==> src/rtl/trap_ctrl_pkg.sv <==
// Shared definitions for the trap/interrupt control unit: state encodings
// and the default width/timeout values.
package trap_ctrl_pkg;

  localparam int XLEN_DEF    = 32;
  localparam int TIMEOUT_DEF = 15;

  typedef enum logic [1:0] {
    ST_IDLE     = 2'd0,
    ST_DRAIN    = 2'd1,
    ST_WAIT_JMP = 2'd2
  } trap_state_e;

endpackage : trap_ctrl_pkg

==> src/rtl/trap_ctrl.sv <==
// Pipeline-side trap/interrupt controller. Picks a safe retire boundary,
// drains the pipeline for interrupts, raises one-cycle requests towards the
// CSR file and turns its jmp_en/jmp_pc answer into a fetch redirect + flush.
// Every output is driven straight from a register.
module trap_ctrl
  import trap_ctrl_pkg::*;
#(
  parameter int XLEN    = XLEN_DEF,
  parameter int TIMEOUT = TIMEOUT_DEF
) (
  input  logic            clk,
  input  logic            rst,
  input  logic            retire_valid,
  input  logic [XLEN-1:0] retire_pc,
  input  logic [XLEN-1:0] retire_pc_next,
  input  logic            retire_mret,
  input  logic            retire_exc,
  input  logic [XLEN-1:0] retire_exc_code,
  input  logic [XLEN-1:0] retire_exc_val,
  input  logic            pipe_empty,
  input  logic            int_en,
  input  logic            jmp_en,
  input  logic [XLEN-1:0] jmp_pc,
  output logic            int_jmp_ready,
  output logic            exception_en,
  output logic            mret_en,
  output logic [XLEN-1:0] exp_pc,
  output logic [XLEN-1:0] exp_pc_next,
  output logic [XLEN-1:0] exp_val,
  output logic [XLEN-1:0] exception_code,
  output logic            stall_fetch,
  output logic            flush,
  output logic            redirect_en,
  output logic [XLEN-1:0] redirect_pc,
  output logic            trap_err
);

  // Wide enough to hold TIMEOUT itself.
  localparam int CW = (TIMEOUT < 1) ? 1 : $clog2(TIMEOUT + 1);

  trap_state_e     state_q, state_d;
  logic [CW-1:0]   cnt_q, cnt_d;
  logic [XLEN-1:0] last_pc_next_q, last_pc_next_d;

  logic            int_jmp_ready_q, int_jmp_ready_d;
  logic            exception_en_q, exception_en_d;
  logic            mret_en_q, mret_en_d;
  logic [XLEN-1:0] exp_pc_q, exp_pc_d;
  logic [XLEN-1:0] exp_pc_next_q, exp_pc_next_d;
  logic [XLEN-1:0] exp_val_q, exp_val_d;
  logic [XLEN-1:0] exception_code_q, exception_code_d;
  logic            stall_fetch_q, stall_fetch_d;
  logic            flush_q, flush_d;
  logic            redirect_en_q, redirect_en_d;
  logic [XLEN-1:0] redirect_pc_q, redirect_pc_d;
  logic            trap_err_q, trap_err_d;

  logic retire_exc_ev;
  logic retire_mret_ev;

  assign retire_exc_ev  = retire_valid & retire_exc;
  assign retire_mret_ev = retire_valid & retire_mret & ~retire_exc;

  // Next-state and registered-output decode; pulses default low, payloads hold.
  always_comb begin
    state_d          = state_q;
    cnt_d            = cnt_q;
    last_pc_next_d   = retire_valid ? retire_pc_next : last_pc_next_q;
    int_jmp_ready_d  = 1'b0;
    exception_en_d   = 1'b0;
    mret_en_d        = 1'b0;
    flush_d          = 1'b0;
    redirect_en_d    = 1'b0;
    exp_pc_d         = exp_pc_q;
    exp_pc_next_d    = exp_pc_next_q;
    exp_val_d        = exp_val_q;
    exception_code_d = exception_code_q;
    redirect_pc_d    = redirect_pc_q;
    trap_err_d       = trap_err_q;

    unique case (state_q)
      ST_IDLE, ST_DRAIN: begin
        // An unsolicited redirect is still honoured; it does not disturb
        // the boundary decision below.
        if (jmp_en) begin
          redirect_en_d = 1'b1;
          redirect_pc_d = jmp_pc;
          flush_d       = 1'b1;
        end

        if (retire_exc_ev) begin
          exception_en_d   = 1'b1;
          exp_pc_d         = retire_pc;
          exp_val_d        = retire_exc_val;
          exception_code_d = retire_exc_code;
          cnt_d            = '0;
          state_d          = ST_WAIT_JMP;
        end else if (retire_mret_ev) begin
          mret_en_d = 1'b1;
          cnt_d     = '0;
          state_d   = ST_WAIT_JMP;
        end else if (state_q == ST_IDLE) begin
          if (int_en) state_d = ST_DRAIN;
        end else if (!int_en) begin
          // Interrupt withdrawn while draining.
          state_d = ST_IDLE;
        end else if (pipe_empty) begin
          int_jmp_ready_d = 1'b1;
          exp_pc_next_d   = retire_valid ? retire_pc_next : last_pc_next_q;
          cnt_d           = '0;
          state_d         = ST_WAIT_JMP;
        end
      end

      ST_WAIT_JMP: begin
        // Retire activity is ignored here: fetch is stalled.
        if (jmp_en) begin
          redirect_en_d = 1'b1;
          redirect_pc_d = jmp_pc;
          flush_d       = 1'b1;
          state_d       = ST_IDLE;
        end else if (cnt_q == CW'(TIMEOUT)) begin
          trap_err_d = 1'b1;
          state_d    = ST_IDLE;
        end else begin
          cnt_d = cnt_q + CW'(1);
        end
      end

      default: state_d = ST_IDLE;
    endcase

    // Fetch is held in every state except IDLE.
    stall_fetch_d = (state_d != ST_IDLE);
  end

  // State, counter and output registers; async active-low clear.
  always_ff @(posedge clk or negedge rst) begin
    if (!rst) begin
      state_q          <= ST_IDLE;
      cnt_q            <= '0;
      last_pc_next_q   <= '0;
      int_jmp_ready_q  <= 1'b0;
      exception_en_q   <= 1'b0;
      mret_en_q        <= 1'b0;
      exp_pc_q         <= '0;
      exp_pc_next_q    <= '0;
      exp_val_q        <= '0;
      exception_code_q <= '0;
      stall_fetch_q    <= 1'b0;
      flush_q          <= 1'b0;
      redirect_en_q    <= 1'b0;
      redirect_pc_q    <= '0;
      trap_err_q       <= 1'b0;
    end else begin
      state_q          <= state_d;
      cnt_q            <= cnt_d;
      last_pc_next_q   <= last_pc_next_d;
      int_jmp_ready_q  <= int_jmp_ready_d;
      exception_en_q   <= exception_en_d;
      mret_en_q        <= mret_en_d;
      exp_pc_q         <= exp_pc_d;
      exp_pc_next_q    <= exp_pc_next_d;
      exp_val_q        <= exp_val_d;
      exception_code_q <= exception_code_d;
      stall_fetch_q    <= stall_fetch_d;
      flush_q          <= flush_d;
      redirect_en_q    <= redirect_en_d;
      redirect_pc_q    <= redirect_pc_d;
      trap_err_q       <= trap_err_d;
    end
  end

  assign int_jmp_ready  = int_jmp_ready_q;
  assign exception_en   = exception_en_q;
  assign mret_en        = mret_en_q;
  assign exp_pc         = exp_pc_q;
  assign exp_pc_next    = exp_pc_next_q;
  assign exp_val        = exp_val_q;
  assign exception_code = exception_code_q;
  assign stall_fetch    = stall_fetch_q;
  assign flush          = flush_q;
  assign redirect_en    = redirect_en_q;
  assign redirect_pc    = redirect_pc_q;
  assign trap_err       = trap_err_q;

endmodule : trap_ctrl
==> config.mk <==
export PLATFORM = sky130hd
export DESIGN_NAME = trap_ctrl
export DESIGN_NICKNAME = d
export VERILOG_FILES = /design/src/rtl/trap_ctrl_pkg.sv /design/src/rtl/trap_ctrl.sv
export SDC_FILE = /design/constraint.sdc
export NUM_CORES = 1
export LEC_CHECK = 0
export CAP_MARGIN = 10
export CORE_AREA = 10 10 168 123
export CTS_BUF_LIST = sky130_fd_sc_hd__clkbuf_8 sky130_fd_sc_hd__clkbuf_16
export DETAILED_ROUTE_END_ITERATION = 10
export DIE_AREA = 0 0 178 133
export HOLD_SLACK_MARGIN = 0.02
export PLACE_DENSITY = 0.84
export SYNTH_ARGS = -nofsm -noshare
export SYNTH_HDL_FRONTEND = slang
export SYNTH_SLANG_ARGS = --single-unit
export TNS_END_PERCENT = 50
==> constraint.sdc <==
create_clock -name clk -period 2.4 [get_ports clk]
set_input_delay 0.24 -clock clk [delete_from_list [all_inputs] [get_ports clk]]
set_output_delay 0.24 -clock clk [all_outputs]
set_load 0.01 [all_outputs]
* Word-level counts from Yosys, hierarchy flattened
Cells that the tools add are included.
** Storage, ports and cells
- Register bits :: 204
- Input bits :: 168
- Logic and storage cells :: 72
** Operators by class
- Bitwise logic cells :: 8
- Reduce and logical (&&, ||, !) cells :: 10
- Equal/unequal tests :: 8
- Multiplexer cells :: 31
- $add $sub $neg :: 1
** Operators by type and width (number)
- $mux W32 :: 1
- $mux W4 :: 7
- $mux W2 :: 8
- $mux W1 :: 13
- $ne A4 B4 Y1 const B :: 3
- $reduce_and A6 Y1 :: 2
- $pmux W4 S2 :: 1
- $not A1 Y1 :: 5
- $add A4 B1 Y4 const B :: 1
- $eq A4 B4 Y1 const B :: 1
- $ne A2 B2 Y1 const B :: 2
- $pmux W2 S2 :: 1
- $reduce_and A2 Y1 :: 2
- $reduce_bool A2 Y1 :: 2
- $and A1 B1 Y1 :: 3
- $reduce_and A3 Y1 :: 1
- $reduce_or A3 Y1 :: 1
- $eq A2 B1 Y1 const B :: 1
- $eq A2 B2 Y1 const B :: 1
- $logic_not A2 Y1 :: 1
- $reduce_or A2 Y1 :: 1

* Longest topological paths before layout
- Depth after elaboration :: 7
- Gate-level depth with buffers :: 5
- Depth with buffers taken out :: 4

* Worst setup path after synthesis
OpenSTA, ideal clock, no wires.
- Path kind :: reg-to-reg
- Start :: register cnt_q[0]
- End :: register cnt_q[3]
- Slack :: 747 ps
- Library setup time :: 126 ps
- Stages on the path, launching flop included :: 5
- Arrival time :: 1527 ps
- Path buffers :: 0
- Required time :: 2274 ps
- Path through :: dfrtp_1 > ha_1 > or4b_2 > o221ai_1 > a21oi_1
** On the way
- Cells in the longest elaborated chain, start to end :: 4
** Ends and longest elaborated chain
- start, declared :: RTL line trap_ctrl.sv:42 : logic [CW-1:0] cnt_q, cnt_d;
- start signal, assigned :: RTL line trap_ctrl.sv:157 : cnt_q <= cnt_d;
- $add A4 B1 Y4 :: RTL line trap_ctrl.sv:126 : cnt_d = cnt_q + CW'(1);
- $mux W4 :: RTL line trap_ctrl.sv:122 : end else if (cnt_q == CW'(TIMEOUT)) begin
- $mux W4 :: RTL line trap_ctrl.sv:117 : if (jmp_en) begin
- $pmux W4 S2 :: RTL line trap_ctrl.sv:81 : unique case (state_q)
Several ways; a longest one is shown, not always the timed one. The select of a mux whose other input is x is not followed.
A chain may end at the register's enable or synchronous reset.

* Worst setup path in the final report
Ends and elaborated chain as after synthesis.

==> reports/results.txt <==
quantity of gates resized following cts = 0
global-route wire length before repair = 34,200 um
ordered list of cells on the worst path = ha_1 > or4b_2 > o221ai_1 > a21oi_1
share of synthesized registers carrying an async set or reset = 1.00
area added between synthesis and finish = 55.8%
worst flop-to-flop path startpoint = cnt_q[0]$_DFFE_PN0P_
HPWL after DPL = 17,000 um
setup-violating endpoint count in the final report = 0
post-detailed-route DRC marker count = 0
total number of nets in the final design = 969
vias in the first global route = 5,810
diode count = 0
detail-routed via count per cell = 4.88
main area contributors after synthesis = sky130_fd_sc_hd__dfrtp_1 66%, sky130_fd_sc_hd__mux2_2 28%, sky130_fd_sc_hd__buf_2 0.91%
slew of the pin with the lowest slew margin = 0.591 ns
number of buffers on the longest clock path = 3
Hold Path Class = primary input to async pin
maximum frequency from static timing analysis = 552 MHz
count of mapped cells out of synthesis = 458
antenna-violating nets left = 0
cell types with the highest counts after synthesis = 204 x sky130_fd_sc_hd__dfrtp_1, 192 x sky130_fd_sc_hd__mux2_2, 14 x sky130_fd_sc_hd__buf_2
required time at the worst-slack endpoint = 2.76 ns
area of the core = 17,600 sq um
number of max-cap violations = 0
startpoint-to-endpoint class of the critical path = register to register
area share of the leading cell type in the synthesized netlist = 0.663
power density over cell area = 945 nW/um^2
flop and latch count out of synthesis = 204
placement row count = 41
outcome = complete, no violations
met2 GRT Util = 0.318
normalized max-slew margin = 0.606
primary flip-flop cell chosen by synthesis mapping = sky130_fd_sc_hd__dfrtp_1
DR vias = 5,095
switching power summed over all nets = 0.00301 W
cell type of the slowest stage on the worst timing path = sky130_fd_sc_hd__or4b_2
initial antenna violation count = 0
setup slack of the most critical reg-to-reg path = 0.59 ns
total design power = 0.0113 W
clock latency on the worst-skew pair = 0.48 ns
depth of the CTS H-tree = 1
global-route layer with the greatest usage = met2
number of buffers inserted by post-CTS setup repair = 0
final routed wirelength across all metal layers = 22,400 um
largest net degree at the start of global routing = 79
last element of the critical path = cnt_q[3]$_DFFE_PN0P_
routability-driven placement congestion ratio = 0.797
total iterations of the first detailed-routing run = 4
critical path data arrival time = 2.17 ns
met3 usage = 0.0711
start point of the critical path = cnt_q[0]$_DFFE_PN0P_
Ports = 335
average instance area after synthesis = 16.8 sq um
part of the total power dissipated in the clock network = 0.273
number of buffers added by the clock tree synthesis step = 21
share of post-route cells with drive strength above 1 = 0.292
switching share of power = 0.266
part of the Yosys area used for sequential elements = 0.663
drt initial violations = 253
GRT met1 Usage = 0.204
Cell Area, Synth = 7700 sq um
total global-route track usage = 0.182
clock-pin slew reported for the worst setup and hold paths after clock tree synthesis = 0.06 ns
FF-to-FF End = cnt_q[3]$_DFFE_PN0P_
Final Skew = 0.00758 ns
sink count of the clock tree = 204
sequential share of power = 0.419
routed len/inst = 21.4 um
number of port buffers = 334
most common cell in the synthesized netlist = sky130_fd_sc_hd__dfrtp_1
peak per-stage delay on the critical path = 0.69 ns
Initial Util = 0.438
Die Y = 133 um
crit end category = register
Die W = 178 um
count of flip-flops with a built-in enable after synthesis = 0
endpoints failing hold = 0
combinational share of power = 0.308
setup repair after global routing missed its margin = no
final global-route overflow total = 0
syn nets = 627
VDD IR-drop max = 0.660 mV
final count of pins violating max slew = 0
die outline area = 23,700 sq um
share of the cycle needed by the critical path after routing = 0.755
Static Leak = 5.09 nW
clock tree from TritonCTS = yes
clock root cell = sky130_fd_sc_hd__clkbuf_16
min Tclk post-route = 1.81 ns
depth of the worst register-to-register path = 4
post-synth cell types = 31
Synth area leader = sky130_fd_sc_hd__dfrtp_1
setup TNS = 0 ns
largest fanout on the critical path = 6
yosys synthesis warning count = 0
total internal power = 0.00832 W
startpoint types = register
[state kept, by name, summed over array words and instances (netlist names)]
name and flops:
exception_en 1, redirect_en 1, stall_fetch 1, int_jmp_ready 1, trap_err 1, cnt_q 4
exp_val 32, state_q 2, exp_pc_next 32, mret_en 1, exception_code 32, redirect_pc 32
exp_pc 32, last_pc_next_q 32
[through the flow]
stage | utilization | std cells | hold WS, ns | setup WS [ns] | cell area (sq um)
5_1_grt | 0.682 | 1045 | 0.346 | 0.497 | 12000
6_report | 0.682 | 1045 | 0.325 | 0.589 | 12000
4_1_cts | 0.682 | 1045 | 0.340 | 0.596 | 12000
2_1_floorplan | - | 458 | -0.0556 | 0.747 | 7700
3_3_place_gp | 0.644 | 1012 | 0.273 | 0.448 | 11300
3_5_place_dp | 0.644 | 1012 | 0.289 | 0.416 | 11300
[power groups by stage]
stage / registers, W / clock network, W / logic, W
after floorplan: 0.00509 / 0 / 0.000937
after CTS: 0.00476 / 0.00318 / 0.00356
after global routing: 0.00485 / 0.00333 / 0.00371
after global placement: 0.00474 / 0 / 0.00345
final: 0.00475 / 0.00309 / 0.00349
after detailed placement: 0.00480 / 0 / 0.00354
[critical path: cells and delay by family, from the launching register on]
kind / cells / cell delay [ns]
adders and majority gates: 1 / 0.28
DFF: 1 / 0.45
and+or+nand+nor: 1 / 0.69
AOI/OAI and AO/OA: 2 / 0.26
[cell usage in the layout, fill, tap and decap left out, types with 2 or more instances in the layout]
cell | Yosys | routed
sky130_fd_sc_hd__clkbuf_8 | 0 | 6
sky130_fd_sc_hd__o221ai_1 | 2 | 2
sky130_fd_sc_hd__buf_12 | 0 | 7
sky130_fd_sc_hd__and3_1 | 2 | 2
sky130_fd_sc_hd__dfrtp_1 | 204 | 204
sky130_fd_sc_hd__nor2_1 | 2 | 2
sky130_fd_sc_hd__clkdlybuf4s50_1 | 0 | 333
sky130_fd_sc_hd__o211ai_1 | 4 | 4
sky130_fd_sc_hd__nand3_1 | 4 | 4
sky130_fd_sc_hd__inv_1 | 3 | 6
sky130_fd_sc_hd__clkbuf_16 | 0 | 21
sky130_fd_sc_hd__nand2_1 | 3 | 3
sky130_fd_sc_hd__mux2_2 | 192 | 192
[cell families (layout without fill, tap and decap cells)]
group,count (synthesis),in the layout,share of synthesized area
compound gates,16,16,0.0174
fa+ha+maj,1,1,0.00162
buf+inv,26,377,0.0213
flops,204,204,0.663
mux,192,192,0.281
simple gates,19,19,0.0158
[layout make-up]
class	count	area, sq um
fill	1213	5600
inverter	3	11.3
multi-input combinational	228	2440
tap	236	295
clock inverter	6	55.1
clock buffer	26	594
timing repair buffer	342	3500
sequential	204	5100
[layer usage]
| metal | wire, um | up-vias | part of all wire |
|---|---|---|---|
| met5 | 0 | - | 0 |
| met4 | 462 | 0 | 0.021 |
| met3 | 2240 | 34 | 0.10 |
| met2 | 11300 | 201 | 0.51 |
| met1 | 8370 | 2562 | 0.37 |
| li1 | - | 2298 | - |
[worst min-delay path by stage]
stage | cells after the start | end | slack (ns)
finish | 2 | exp_pc_next[16]$_DFFE_PN0P_ | 0.32
global route | 2 | redirect_pc[24]$_DFFE_PN0P_ | 0.35
CTS | 2 | exp_pc_next[16]$_DFFE_PN0P_ | 0.34
detailed placement | 1 | last_pc_next_q[19]$_DFF_PN0_ | 0.29
global placement | 1 | exp_pc_next[19]$_DFFE_PN0P_ | 0.27
floorplan | 0 | cnt_q[0]$_DFFE_PN0P_ | -0.06
[timing repair]
action	4_1_cts	5_1_grt
hold buffers	1	0
endpoints found under the hold margin	70	0
setup endpoints to repair	0	0
Power figures use the tool's default switching activity.
